$ cat src/rtl/timer_bank.sv
// timer_bank: NUM_CH independent programmable timers. Each channel has a
// run-time period, a periodic or one-shot mode, and a one-cycle registered
// time_up pulse. Optional sticky expiry status is enabled by defining
// TIMER_BANK_STICKY_EN (adds status_clr input and status output).
module timer_bank #(
  parameter int          NUM_CH         = 4,
  parameter int          CNT_W          = 32,
  parameter int unsigned DEFAULT_PERIOD = 50000000
) (
  input  logic                                      clk,
  input  logic                                      reset,
  input  logic                                      enable,
  input  logic [NUM_CH-1:0]                         start,
  input  logic [NUM_CH-1:0]                         stop,
  input  logic                                      cfg_we,
  input  logic [((NUM_CH > 1) ? $clog2(NUM_CH) : 1)-1:0] cfg_ch,
  input  logic [CNT_W-1:0]                          cfg_period,
  input  logic                                      cfg_oneshot,
`ifdef TIMER_BANK_STICKY_EN
  input  logic [NUM_CH-1:0]                         status_clr,
  output logic [NUM_CH-1:0]                         status,
`endif
  output logic [NUM_CH-1:0]                         time_up,
  output logic [NUM_CH-1:0]                         active
);

  localparam int CH_W = (NUM_CH > 1) ? $clog2(NUM_CH) : 1;

  typedef enum logic {
    S_IDLE = 1'b0,
    S_RUN  = 1'b1
  } state_t;

  logic [CNT_W-1:0] r_period  [NUM_CH];
  logic             r_oneshot [NUM_CH];
  logic [CNT_W-1:0] r_count   [NUM_CH];
  state_t           r_state   [NUM_CH];
  logic [NUM_CH-1:0] r_time_up;
  logic [NUM_CH-1:0] w_cfg_hit;

  // Decode which channel a config write addresses; out-of-range writes hit none.
  always_comb begin
    w_cfg_hit = '0;
    for (int unsigned i = 0; i < NUM_CH; i++) begin
      w_cfg_hit[i] = cfg_we && (32'(cfg_ch) == i);
    end
  end

  // Per-channel period/mode registers, written by the config port.
  always_ff @(posedge clk or posedge reset) begin
    if (reset) begin
      for (int unsigned i = 0; i < NUM_CH; i++) begin
        r_period[i]  <= CNT_W'(DEFAULT_PERIOD);
        r_oneshot[i] <= 1'b0;
      end
    end else begin
      for (int unsigned i = 0; i < NUM_CH; i++) begin
        if (w_cfg_hit[i]) begin
          r_period[i]  <= cfg_period;
          r_oneshot[i] <= cfg_oneshot;
        end
      end
    end
  end

  // Channel FSM: stop beats start, start restarts, a zero period halts a
  // running channel, terminal compare is >= so a shrunk period fires at once.
  always_ff @(posedge clk or posedge reset) begin
    if (reset) begin
      for (int unsigned i = 0; i < NUM_CH; i++) begin
        r_count[i] <= '0;
        r_state[i] <= S_IDLE;
      end
      r_time_up <= '0;
    end else begin
      for (int unsigned i = 0; i < NUM_CH; i++) begin
        r_time_up[i] <= 1'b0;
        if (stop[i]) begin
          r_state[i] <= S_IDLE;
          r_count[i] <= '0;
        end else if (start[i]) begin
          r_count[i] <= '0;
          r_state[i] <= (r_period[i] != '0) ? S_RUN : S_IDLE;
        end else if (r_state[i] == S_RUN) begin
          if (r_period[i] == '0) begin
            r_state[i] <= S_IDLE;
            r_count[i] <= '0;
          end else if (enable) begin
            if (r_count[i] >= r_period[i] - CNT_W'(1)) begin
              r_time_up[i] <= 1'b1;
              r_count[i]   <= '0;
              if (r_oneshot[i]) begin
                r_state[i] <= S_IDLE;
              end
            end else begin
              r_count[i] <= r_count[i] + CNT_W'(1);
            end
          end
        end
      end
    end
  end

  // Outputs come straight from registers.
  always_comb begin
    time_up = r_time_up;
    for (int unsigned i = 0; i < NUM_CH; i++) begin
      active[i] = (r_state[i] == S_RUN);
    end
  end

`ifdef TIMER_BANK_STICKY_EN
  logic [NUM_CH-1:0] r_status;

  // Sticky expiry flags: a pulse sets, a clear resets, set wins on collision.
  always_ff @(posedge clk or posedge reset) begin
    if (reset) begin
      r_status <= '0;
    end else begin
      r_status <= (r_status & ~status_clr) | r_time_up;
    end
  end

  assign status = r_status;
`endif

  logic [CH_W-1:0] w_unused_ch;
  assign w_unused_ch = cfg_ch;

endmodule

$ cat config.mk
export PLATFORM = sky130hd
export DESIGN_NAME = timer_bank
export DESIGN_NICKNAME = d
export VERILOG_FILES = /design/src/rtl/timer_bank.sv
export SDC_FILE = /design/constraint.sdc
export NUM_CORES = 1
export LEC_CHECK = 0
export BUFFER_PORTS_ARGS = -buffer_cell sky130_fd_sc_hd__buf_2
export CORE_UTILIZATION = 57
export CTS_CLUSTER_SIZE = 12
export DETAILED_ROUTE_END_ITERATION = 16
export PLACE_DENSITY = 0.87
export SLEW_MARGIN = 20
export SYNTH_ARGS = -nofsm -noshare
export SYNTH_HDL_FRONTEND = slang
export SYNTH_SLANG_ARGS = --single-unit
$ cat constraint.sdc
create_clock -name clk -period 8.4 [get_ports clk]
set_clock_uncertainty 0.1 [all_clocks]
set_input_delay 1.68 -clock clk [delete_from_list [all_inputs] [get_ports clk]]
set_output_delay 1.68 -clock clk [all_outputs]
set_load 0.05 [all_outputs]
==> implementation parameters <==
Parameter                              Value

STA
  Hold Fails Final Rpt    0
  Setup repair after global routing missed its margin    no
  Aggregate negative setup slack    0 ns
  Fmax    0.172 GHz
  Final setup vio count    0
  Slew at the pin closest to its max-slew limit    1.04 ns
  Headroom to the max-slew limit    0.309
  Share of the cycle needed by the critical path after routing    0.692
  Shortest clock period the worst path allows after layout    5.81 ns
  Final-report max-slew violation count    0

Layout
  Syn-to-layout area delta    9.47%
  Most used cells in the layout excluding fill and tap cells    sky130_fd_sc_hd__dfrtp_1, sky130_fd_sc_hd__nor2_1, sky130_fd_sc_hd__ha_1
  Most common library cell in the layout ignoring fill and taps    sky130_fd_sc_hd__dfrtp_1
  Layout cells sized above 1    0.185
  Post-route cell area    18900 um^2
  Total Nets Final    1965

Routing
  Via count normalized by instance count    6.38
  Number of detailed-route iterations in the first pass    6
  Via count    14000
  DRT antenna net count    0
  Total routed wirelength    43400 um
  Final routed wire length divided by cell count    19.8 um
  Starting DRC count in detailed routing    1255
  Total DRC errors in the routed layout    0

Global route
  Pin count of the biggest net entering global routing    179
  Vias in the first global route    13900
  First-pass GRT wire length    70300 um
  Antenna violations before repair    1
  Total GRT Usage    0.281
  Remaining global-route overflow    0

Floorplanning
  Height of the die    176 um
  Starting density of the core    0.581
  Number of top-level pins    55
  Area of the core    29700 um^2
  DIE WIDTH    176 um
  Die area    31000 um^2
  Placement row count    63

Placement
  Instance area after placement    17900 um^2
  Number of port buffers    54
  Gp weighted congestion    0.876
  Placed wire-length estimate    30600 um

Clock network
  Clock latency reported for the late side of the worst-skew pair    0.57 ns
  Maximum level of the CTS H-tree    1
  Clock Tree Root    sky130_fd_sc_hd__clkbuf_16
  Clock Pin Slew Worst Setup and Hold Paths    0.06 ns
  Total clock sinks    268
  Hold buffer count at CTS    0
  Clock buffer count from CTS    30
  TritonCTS clock tree    built
  Buffers inserted during post-CTS setup optimization    0
  Clock buffer depth    3
  CTS-repair resized insts    0

Hold path
  Hold Crit Class    reg2reg

Setup path
  Max FO, Critical Path    12
  Crit path required time    8.75 ns
  CP Launch Type    flop
  Flop-to-flop setup slack    2.59 ns
  Critical Path End Type    flop
  Critical setup path kind    reg2reg
  Worst endpoint data arrival time    6.16 ns

Synth
  Post-synth ARST share    1.00
  Share of Yosys cell area claimed by the top area cell type    0.319
  Sequential area share after synthesis    0.392
  Number of instances in the synthesized netlist    1733
  Number of warnings issued by yosys    0
  Total standard cell area after synthesis    17300 um^2
  Mapped Avg Cell Area    9.97 um^2
  Number of synthesized flops with an enable pin    0
  Number of unique standard cell types used by synthesis    78
  Number of synthesized register bits    268
  Cells taking the most area after synthesis    sky130_fd_sc_hd__dfrtp_1, sky130_fd_sc_hd__ha_1, sky130_fd_sc_hd__mux2_2
  Net count after synthesis    1920
  Prevailing post-synth register cell    sky130_fd_sc_hd__dfrtp_1
  Synth area leader    sky130_fd_sc_hd__dfrtp_1

Run status
  Run status    complete, no violations

Power
  Power density over the cells    190 nW/um^2
  Worst VDD drop    245 uV
  Leakage power    7.78 nW

Run
  Count of max-cap constraint violations    0
## logic make-up (layout without fill, tap and decap cells)
group / after synthesis / after routing / synth area share
fa+ha+maj: 140 / 140 / 0.101
other cells: 0 / 1 / 0
compound gates: 226 / 226 / 0.0910
mux: 132 / 132 / 0.0860
flops: 268 / 268 / 0.392
simple gates: 687 / 687 / 0.212
xor+xnor: 191 / 191 / 0.0968
buf+inv: 89 / 158 / 0.0217
## power breakdown
group	switching (mW)	internal, mW
sequential	0.174	1.45
clock	0.555	0.780
combinational	0.339	0.294
## worst max-delay path, cell delays in order, from the launching register on
cell and delay (ns):
sky130_fd_sc_hd__dfrtp_1 0.41, sky130_fd_sc_hd__nor4_2 0.56, sky130_fd_sc_hd__nor4b_1 0.52, sky130_fd_sc_hd__nor3b_2 0.40, sky130_fd_sc_hd__nand3_1 0.22, sky130_fd_sc_hd__or2_2 0.40
sky130_fd_sc_hd__nor3_1 0.28, sky130_fd_sc_hd__xnor2_1 0.18, sky130_fd_sc_hd__ha_1 0.28, sky130_fd_sc_hd__a211oi_1 0.21, sky130_fd_sc_hd__o211ai_1 0.12, sky130_fd_sc_hd__a31o_2 0.25
sky130_fd_sc_hd__a221oi_1 0.33, sky130_fd_sc_hd__and2_0 0.60, sky130_fd_sc_hd__nand3_1 0.42, sky130_fd_sc_hd__o311ai_0 0.41
## final cells by class
| cell class | instances | area [um^2] |
|---|---|---|
| repair buffers | 63 | 350 |
| clock buffers | 48 | 961 |
| clock inverters | 8 | 46.3 |
| well taps | 390 | 488 |
| diodes | 1 | 2.50 |
| multi-input cells | 1376 | 10100 |
| inverters | 39 | 150 |
| flip-flops and latches | 268 | 6770 |
| fillers | 2281 | 10800 |
## cells in the mapped netlist, types with 12 or more instances
cell type,count
sky130_fd_sc_hd__and4_1,12
sky130_fd_sc_hd__clkbuf_1,33
sky130_fd_sc_hd__and3_1,30
sky130_fd_sc_hd__a31oi_1,13
sky130_fd_sc_hd__nand2_1,129
sky130_fd_sc_hd__a21oi_1,51
sky130_fd_sc_hd__nor2_1,159
sky130_fd_sc_hd__o31ai_1,24
sky130_fd_sc_hd__nand4_1,56
sky130_fd_sc_hd__dfrtp_1,220
sky130_fd_sc_hd__nor3_1,85
sky130_fd_sc_hd__inv_1,39
sky130_fd_sc_hd__o21ai_0,43
sky130_fd_sc_hd__nor4_1,42
sky130_fd_sc_hd__xor2_1,54
sky130_fd_sc_hd__a22o_1,26
sky130_fd_sc_hd__nor2b_1,19
sky130_fd_sc_hd__mux2_2,132
sky130_fd_sc_hd__ha_1,140
sky130_fd_sc_hd__or3_1,20
sky130_fd_sc_hd__nand3_1,53
sky130_fd_sc_hd__xnor2_1,137
sky130_fd_sc_hd__dfstp_2,48
## metrics by stage
stage               cells  power [mW]  hold WS, ns  worst slack, ns  utilization
global route         2192        3.74        0.453             2.24        0.636
floorplan            1733        2.06        0.359             3.12            -
CTS                  2192        3.60        0.425             2.72        0.636
global placement     2136        2.21        0.404             3.15        0.603
detailed placement   2136        2.25        0.416             2.87        0.603
finish               2193        3.59        0.428             2.59        0.636
## flip-flops by register name (all words and copies together), names as in the netlist
name       flops
r_count      128
r_period     128
active         4
r_oneshot      4
time_up        4
## path summary, 6_finish.rpt
kind	cells past startpoint	endpoint	startpoint
setup / recovery	15	r_count[103]	r_period[101]
hold reg to reg	1	active[2]	r_oneshot[1]
hold / removal	1	active[2]	r_oneshot[1]
setup reg to reg	15	r_count[103]	r_period[101]
max in group asynchronous	3	r_count[100]	reset
min in group asynchronous	2	r_count[63]	reset
## per-layer routing
metal	vias to the layer above	part of all wire	routed length (um)	GRT usage
li1	6444	-	-	-
met1	6905	0.42	18200	0.363
met2	512	0.47	20600	0.468
met3	122	0.073	3180	0.0540
met4	2	0.033	1410	0.101
met5	-	0.0015	65	0.0160
Note: power is estimated with default switching activity, not from simulation.
